[config.mk]
export PLATFORM = sky130hd
export DESIGN_NAME = tff_count_ctrl_flat
export DESIGN_NICKNAME = d
export VERILOG_FILES = /design/src/rtl/tff_count_ctrl_if.sv /design/src/rtl/tff_count_ctrl.sv /design/src/flat_wrapper.sv
export SDC_FILE = /design/constraint.sdc
export NUM_CORES = 1
export LEC_CHECK = 0
export BUFFER_PORTS_ARGS = -buffer_cell sky130_fd_sc_hd__buf_4
export CAP_MARGIN = 25
export CORE_MARGIN = 2
export CORE_UTILIZATION = 40
export CTS_CLUSTER_DIAMETER = 50
export DETAILED_ROUTE_END_ITERATION = 8
export HOLD_SLACK_MARGIN = 0.12
export PLACE_DENSITY = 0.66
export SYNTH_ARGS = -nofsm -noshare
export SYNTH_HDL_FRONTEND = slang
export SYNTH_SLANG_ARGS = --single-unit
[constraint.sdc]
create_clock -name ck -period 2 [get_ports ck]
set_clock_uncertainty 0.1 [all_clocks]
set_input_delay 0.2 -clock ck [delete_from_list [all_inputs] [get_ports ck]]
set_output_delay 0.2 -clock ck [all_outputs]
set_load 0.02 [all_outputs]
[src/rtl/tff_count_ctrl_if.sv]
// Control/readback bundle between the T-flip-flop counter sequencer and its user.
// The master side supplies commands and the counter readback. The slave side is
// the sequencer, which returns the counter controls and status.
interface tff_count_ctrl_if #(
  parameter int W    = 4,
  parameter int LAPW = 8
);
  logic            start;
  logic            stop;
  logic            pause;
  logic            mode;
  logic [W-1:0]    tc;
  logic [W-1:0]    cnt_q;
  logic            cnt_en;
  logic            cnt_clr;
  logic            busy;
  logic            paused;
  logic            done;
  logic [LAPW-1:0] laps;

  modport master (
    output start, stop, pause, mode, tc, cnt_q,
    input  cnt_en, cnt_clr, busy, paused, done, laps
  );

  modport slave (
    input  start, stop, pause, mode, tc, cnt_q,
    output cnt_en, cnt_clr, busy, paused, done, laps
  );
endinterface

[src/rtl/tff_count_ctrl.sv]
// Sequencer for a T-flip-flop binary counter. It clears the counter, enables it
// until the readback equals the latched terminal count, and then reports a
// completed period. It supports one-shot and auto-reload runs, pause/resume,
// abort, and a saturating lap count.
module tff_count_ctrl #(
  parameter int W    = 4,
  parameter int LAPW = 8
) (
  input  logic           ck,
  input  logic           rs,
  tff_count_ctrl_if.slave bus
);

  typedef enum logic [2:0] {
    IDLE = 3'd0,
    CLR  = 3'd1,
    RUN  = 3'd2,
    HOLD = 3'd3,
    DONE = 3'd4
  } state_t;

  state_t          state_reg, state_next;
  logic [W-1:0]    tc_reg, tc_next;
  logic            mode_reg, mode_next;
  logic [LAPW-1:0] laps_reg, laps_next;
  logic            at_tc;

  // The counter readback has reached the latched terminal count.
  assign at_tc = (bus.cnt_q == tc_reg);

  // State and run-parameter registers. Reset does not touch the counter itself.
  always_ff @(posedge ck) begin
    if (rs) begin
      state_reg <= IDLE;
      tc_reg    <= '0;
      mode_reg  <= 1'b0;
      laps_reg  <= '0;
    end else begin
      state_reg <= state_next;
      tc_reg    <= tc_next;
      mode_reg  <= mode_next;
      laps_reg  <= laps_next;
    end
  end

  // Next-state logic. tc and mode are latched only on an accepted start.
  always_comb begin
    state_next = state_reg;
    tc_next    = tc_reg;
    mode_next  = mode_reg;
    laps_next  = laps_reg;
    case (state_reg)
      IDLE: begin
        if (bus.start) begin
          tc_next    = bus.tc;
          mode_next  = bus.mode;
          laps_next  = '0;
          state_next = CLR;
        end
      end
      CLR: state_next = RUN;
      RUN: begin
        if (bus.stop)       state_next = IDLE;
        else if (bus.pause) state_next = HOLD;
        else if (at_tc)     state_next = DONE;
      end
      HOLD: begin
        if (bus.stop)        state_next = IDLE;
        else if (!bus.pause) state_next = RUN;
      end
      DONE: begin
        // The lap counter sticks at all-ones rather than wrapping.
        if (laps_reg != {LAPW{1'b1}}) laps_next = laps_reg + 1'b1;
        if (bus.stop)      state_next = IDLE;
        else if (mode_reg) state_next = CLR;
        else               state_next = IDLE;
      end
      default: state_next = IDLE;
    endcase
  end

  // The enable is combinational, so pause and stop freeze the counter in the
  // same cycle they are seen. The enable also drops as soon as the readback hits tc.
  assign bus.cnt_en  = (state_reg == RUN) & ~bus.stop & ~bus.pause & ~at_tc;
  assign bus.cnt_clr = (state_reg == CLR);
  assign bus.busy    = (state_reg != IDLE);
  assign bus.paused  = (state_reg == HOLD);
  assign bus.done    = (state_reg == DONE);
  assign bus.laps    = laps_reg;

endmodule

[src/flat_wrapper.sv]
// flat-port wrapper written by rule: the top's interface ports become plain ports
module tff_count_ctrl_flat 
#(
  parameter int W    = 4,
  parameter int LAPW = 8
)
  (ck, rs, bus_start, bus_stop, bus_pause, bus_mode, bus_tc, bus_cnt_q, bus_cnt_en, bus_cnt_clr, bus_busy, bus_paused, bus_done, bus_laps);
  tff_count_ctrl_if #(.W(W), .LAPW(LAPW)) bus_i ();
  input  logic ck;
  input  logic rs;
  input wire logic [$bits(bus_i.start)-1:0] bus_start;
  input wire logic [$bits(bus_i.stop)-1:0] bus_stop;
  input wire logic [$bits(bus_i.pause)-1:0] bus_pause;
  input wire logic [$bits(bus_i.mode)-1:0] bus_mode;
  input wire logic [$bits(bus_i.tc)-1:0] bus_tc;
  input wire logic [$bits(bus_i.cnt_q)-1:0] bus_cnt_q;
  output wire logic [$bits(bus_i.cnt_en)-1:0] bus_cnt_en;
  output wire logic [$bits(bus_i.cnt_clr)-1:0] bus_cnt_clr;
  output wire logic [$bits(bus_i.busy)-1:0] bus_busy;
  output wire logic [$bits(bus_i.paused)-1:0] bus_paused;
  output wire logic [$bits(bus_i.done)-1:0] bus_done;
  output wire logic [$bits(bus_i.laps)-1:0] bus_laps;
  assign bus_i.start = bus_start;
  assign bus_i.stop = bus_stop;
  assign bus_i.pause = bus_pause;
  assign bus_i.mode = bus_mode;
  assign bus_i.tc = bus_tc;
  assign bus_i.cnt_q = bus_cnt_q;
  assign bus_cnt_en = bus_i.cnt_en;
  assign bus_cnt_clr = bus_i.cnt_clr;
  assign bus_busy = bus_i.busy;
  assign bus_paused = bus_i.paused;
  assign bus_done = bus_i.done;
  assign bus_laps = bus_i.laps;
  tff_count_ctrl #(.W(W), .LAPW(LAPW)) u_core (.ck(ck), .rs(rs), .bus(bus_i));
endmodule
==> results.json, run 1 <==
{
  "status": "completed",
  "dieArea_um2": 2569,
  "fin_crit_ps": 1886,
  "synthTopCellsByArea": "dfxtp_1, nor2_1, mux2i_1, xnor2_1, buf_6",
  "synth_edf_count": 0,
  "finalCritPeriodShare_pct": 94.30,
  "crit_family": "buffers and inverters",
  "synth_flop_cell": "dfxtp_1",
  "rr_startpoint": "u_core.state_reg[2]$_SDFFE_PP0P_",
  "place_congestion": 0.8738,
  "synth.avg_cell_area_um2": 9.084,
  "final_nets": 147,
  "vias": 853,
  "drt_iter0_drc": 27,
  "routed_wl_mm": 2.177,
  "design_area_um2": 1191,
  "firstDrtPassIters": 4,
  "synthAdderAreaFrac_pct": 1.435,
  "grt_pass1_wl_mm": 3.594,
  "chipHeight_um": 50.69,
  "antenna_cells": 0,
  "final_layout_size_suffix_gt1_share_pct": 30.53,
  "slew_headroom_pct": 80.44,
  "cts_made_buffers": 3,
  "syn_nets": 111,
  "synth_compound_area_share_pct": 18.08,
  "rsz0062_at_grt": "no",
  "ys_seq_area_share_pct": 36.73,
  "pre_cts_ws_ps": 292.7,
  "synthCells": 96,
  "rows": 16,
  "clk_pin_slew_ps": 100,
  "placed_cell_area_um2": 1075,
  "setup.worst_path.end_class": "primary output",
  "cap_violations": 0,
  "clk_latency_ps": 290,
  "cp.arrival_ps": 1590,
  "worst_pin_slew_ps": 289.6,
  "synth-xor-area-share_pct": 5.022,
  "synth.cell_area_um2": 872.1,
  "power_density_nw_per_um2": 613.8,
  "critical_path.most_common_cell": "buf_4",
  "core_area_um2": 2002,
  "path_max_fanout": 4,
  "slowest_delay_ps": 540,
  "critPathLaunch": "bus_pause",
  "ioPinCount": 27,
  "holdWs_ps": 150.9,
  "final.setup.tns_ps": 0,
  "hpwl_mm": 1.543,
  "slowest_stage": "dlygate4sd3_1",
  "p_total_uw": 731.2,
  "fin_util_pct": 59.50,
  "leakage_nw": 0.5315,
  "worstPathRequired_ps": 1700,
  "layout.cells.non_filler": 158,
  "wire_per_inst_um": 13.78,
  "finalSetupViolCount": 0,
  "start_util_pct": 43.56,
  "cts_tree": "done",
  "cts_resized": 0,
  "dp.cells": 146,
  "synth_top_family_by_area": "simple AND/OR/NAND/NOR gates",
  "syn_to_final_growth_pct": 36.59,
  "ys_warn_count": 0,
  "largest_register_ffs": 8,
  "clockBufferDepth": 2,
  "cts.sinks": 16,
  "crit_type": "in -> out",
  "yosys_register_bits": 16,
  "yosys.area_share.simple_pct": 27.26,
  "vias_per_cell": 5.399,
  "grt.total_usage_pct": 18.60,
  "root_buffer": "clkbuf_4",
  "holdCritStartpoint": "bus_stop",
  "drc": 0,
  "fin_ws_ps": 114.1,
  "synth.area.mux_share_pct": 7.461,
  "fmax_mhz": 530.2,
  "synth_top_area_share_pct": 36.73,
  "yosysTopAreaCell": "dfxtp_1",
  "irDropWorstVdd_mv": 0.4517,
  "hold_path_class": "in -> reg",
  "post_synth_num_cell_types": 40,
  "htreeDepth": 1,
  "grt_pass1_vias": 750,
  "cp_num_buf_inv": 3,
  "grt_max_degree": 18,
  "die_x_um": 50.69,
  "cp_cell_sequence": "dlygate4sd3_1 > buf_4 > nor2_1 > nand3_1 > a41oi_1 > buf_4",
  "crit_path_start_kind": "input port",
  "final_antenna_net_count": 0,
  "portBuffers": 26,
  "finalHoldViolations": 0,
  "grt-ovfl-total": 0,
  "drv_slew": 0,
  "async_flop_share_pct": 0,
  "antenna_found_initial": 0
}
[Yosys cell counts, types with 2 or more instances]
cell and number:
dfxtp_1 16, nor2_1 14, nand2_1 6, mux2i_1 5
xnor2_1 5, nand3_1 4, a21oi_1 3, o21ai_0 3
a211o_1 2, a31oi_1 2, and3_1 2, buf_6 2
nand2b_1 2, nor4_1 2, o21ba_2 2, or3_1 2
[layout by cell type, fill, tap and decap left out, types with 2 or more instances in the layout]
cell	instances
a211o_1	2
a21oi_1	3
a31oi_1	2
and3_1	2
buf_4	26
clkbuf_4	3
dfxtp_1	16
dlygate4sd3_1	8
mux2i_1	5
nand2_1	6
nand2b_1	2
nand3_1	4
nor2_1	14
nor4_1	2
o21ai_0	3
o21ba_2	2
or3_1	2
xnor2_1	5
[what timing repair did]
item | in CTS | in global routing
hold buffers | 8 | 0
buffers inserted | 0 | 0
hold endpoints to repair | 9 | 0
endpoints found under the setup margin | 0 | 0
[metal layers]
metal  track usage (%)  part of all wire, %
met4             2.703                    0
met2             30.26                   49
met5                 0                    0
met3             5.952                  7.0
met1             24.54                   44
[worst reg2reg max path, cell delays in order (launching register included)]
cell      delay [ps]
dfxtp_1          470
or3b_4           470
clkinv_4          80
o31a_2           170
nor2_2            60
a211o_1          280
[cell families after synthesis]
kind of cell,Yosys count
and+or+nand+nor,43
AOI/OAI and AO/OA,21
buffers and inverters,4
muxes,6
xor gates and xnor gates,5
adders and majority gates,1
DFF,16
[final timing paths]
check | slack [ps] | cells past startpoint | endpoint
hold / removal | 150 | 4 | u_core.state_reg[2]$_SDFFE_PP0P_
setup / recovery | 110 | 6 | bus_cnt_en
setup reg to reg | 260 | 5 | u_core.bus.laps[7]$_SDFFE_PP0P_
hold reg to reg | 420 | 2 | u_core.mode_reg$_SDFFE_PP0P_
[power breakdown]
group	switching, mW	internal, mW	total (mW)
combinational	0.0757	0.0841	0.160
clock	0.107	0.111	0.218
sequential	0.0194	0.334	0.354
total	0.202	0.529	0.731
[cell type report]
cell class / count / area [µm²]
fillers: 192 / 810.8
clock buffers: 4 / 36.28
inverters: 1 / 8.758
well taps: 27 / 33.78
repair buffers: 34 / 275.3
multi-input cells: 76 / 516.7
flip-flops and latches: 16 / 320.3
(Power assumes the default switching activity.)
==> inputs of run 2 (changes only) <==
--- a/config.mk
+++ b/config.mk
@@ -7,12 +7,13 @@
 export LEC_CHECK = 0
 export BUFFER_PORTS_ARGS = -buffer_cell sky130_fd_sc_hd__buf_4
 export CAP_MARGIN = 25
-export CORE_MARGIN = 2
+export CORE_MARGIN = 4
 export CORE_UTILIZATION = 40
 export CTS_CLUSTER_DIAMETER = 50
 export DETAILED_ROUTE_END_ITERATION = 8
 export HOLD_SLACK_MARGIN = 0.12
 export PLACE_DENSITY = 0.66
+export SLEW_MARGIN = 30
 export SYNTH_ARGS = -nofsm -noshare
 export SYNTH_HDL_FRONTEND = slang
 export SYNTH_SLANG_ARGS = --single-unit
==> constraint.sdc (replaced) <==
create_clock -name ck -period 2 [get_ports ck]
set_clock_uncertainty 0.1 [all_clocks]
set_input_delay 0.2 -clock ck [delete_from_list [all_inputs] [get_ports ck]]
set_output_delay 0.2 -clock ck [all_outputs]
set_load 0.005 [all_outputs]
==> run 2 against run 1 <==
Fmax increased by 5.3%; routed wire length is 6.5% lower; global-route usage fell by 3.0 points; power shrank 1.6%.
==> results.json, run 2 (synthesis gave the netlist of run 1 again) <==
{
  "irDropWorstVdd_mv": 0.4596,
  "largest_register_ffs": 8,
  "cts.sinks": 16,
  "crit_path_end": "bus_cnt_en",
  "rr_startpoint": "u_core.state_reg[2]$_SDFFE_PP0P_",
  "grt.met3_usage_pct": 5.995,
  "design_area_um2": 1199,
  "p_total_uw": 719.3,
  "r2r-end": "u_core.bus.laps[7]$_SDFFE_PP0P_",
  "status": "completed",
  "r2r_setup_slack_ps": 270,
  "multiInputGateArea_um2": 524.3,
  "clk_latency_ps": 290,
  "worstPathRequired_ps": 1700,
  "worst_pin_slew_ps": 314.9,
  "wire_per_inst_um": 12.89,
  "root_buffer": "clkbuf_4",
  "clk_pin_slew_ps": 100,
  "chipHeight_um": 54.69,
  "reg2regPathDepth": 5,
  "fmax_mhz": 558.3,
  "rsz0062_at_grt": "no",
  "die_x_um": 54.69,
  "start_util_pct": 43.13,
  "grt_pass1_wl_mm": 3.339,
  "grt_util_met2_pct": 27.76,
  "cap_violations": 0,
  "most-common-layout-cells": "buf_4, dfxtp_1, nor2_1",
  "syn_to_final_growth_pct": 37.45,
  "busiest_layer": "met2",
  "place_congestion": 0.7990,
  "vias_per_cell": 5.266,
  "ioPinCount": 27,
  "layout.cells.non_filler": 158,
  "htreeDepth": 1,
  "grt.total_usage_pct": 15.60,
  "path_max_fanout": 4,
  "firstDrtPassIters": 4,
  "fin_crit_ps": 1791,
  "grt-ovfl-total": 0,
  "finalSetupViolCount": 0,
  "seq_area_um2": 320.3,
  "critPathLaunch": "bus_pause",
  "hpwl_mm": 1.451,
  "cp.arrival_ps": 1490,
  "antenna_cells": 0,
  "drv_slew": 0,
  "met1_usage_pct": 17.16,
  "rows": 16,
  "slew_headroom_pct": 78.98,
  "pre_cts_ws_ps": 281.4,
  "dp.cells": 146,
  "vias": 832,
  "power_density_nw_per_um2": 600.1,
  "hold_path_class": "in -> reg",
  "placed_cell_area_um2": 1075,
  "crit_path_start_kind": "input port",
  "final_nets": 147,
  "cts_made_buffers": 3,
  "crit_type": "in -> out",
  "post_cts_buffers": 0,
  "portBuffers": 26,
  "drc": 0,
  "antenna_found_initial": 0,
  "finalCritPeriodShare_pct": 89.55,
  "final.setup.tns_ps": 0,
  "cts_tree": "done",
  "core_area_um2": 2022,
  "final_antenna_net_count": 0,
  "setup.worst_path.end_class": "primary output",
  "dieArea_um2": 2991,
  "final_layout_size_suffix_gt1_share_pct": 31.30,
  "drt_iter0_drc": 8,
  "layout_commonest_cell": "buf_4",
  "clockBufferDepth": 2,
  "leakage_nw": 0.5320,
  "grt_pass1_vias": 760,
  "grt_max_degree": 18,
  "fill_cells": 185,
  "finalHoldViolations": 0,
  "routed_wl_mm": 2.036,
  "fin_ws_ps": 209.0
}
[run 2: worst min-delay path by stage]
| stage | slack (ps) | cells after the start | to | from |
|---|---|---|---|---|
| global route | 200 | 3 | u_core.state_reg[1]$_SDFFE_PP0P_ | bus_stop |
| global placement | 330 | 3 | u_core.tc_reg[1]$_SDFFE_PP0P_ | bus_tc[1] |
| CTS | 150 | 3 | u_core.state_reg[2]$_SDFFE_PP0P_ | bus_start |
| floorplan | 200 | 1 | u_core.state_reg[0]$_SDFFE_PP0P_ | rs |
| detailed placement | 340 | 3 | u_core.tc_reg[3]$_SDFFE_PP0P_ | bus_tc[3] |
| finish | 160 | 3 | u_core.state_reg[2]$_SDFFE_PP0P_ | bus_start |
[run 2: per-layer routing]
metal | share of wire, % | wire (µm)
met1 | 42 | 861
met2 | 51 | 1032
met3 | 6.5 | 132
met4 | 0.49 | 10
met5 | 0 | 0
[run 2: stage by stage]
step / util [%] / hold slack, ps
floorplan: - / 202.1
detailed placement: 53.16 / 340.7
finish: 59.28 / 156.1
global placement: 53.16 / 331.2
CTS: 58.91 / 147.5
global route: 59.28 / 202.0
[run 2: power by group]
part | internal [mW] | switching (mW) | total [mW]
logic | 0.0838 | 0.0639 | 0.148
registers | 0.334 | 0.0196 | 0.354
clock network | 0.111 | 0.107 | 0.218
[run 2: area by class of cell]
cell class	count	share of cell area, %
clock buffers	4	3.027
inverters	1	0.7307
multi-input cells	76	43.74
flip-flops and latches	16	26.72
well taps	27	2.818
repair buffers	34	22.96
[run 2: what timing repair did]
action	in CTS	in global routing
hold endpoints to repair	9	0
setup endpoints to repair	0	1
resized for setup	0	1
hold buffers	8	0
[run 2: worst max-delay path, cell delays in order]
cell and delay (ps):
dlygate4sd3_1 530, buf_4 140, nor2_1 90, nand3_1 130, a41oi_2 240, buf_4 150
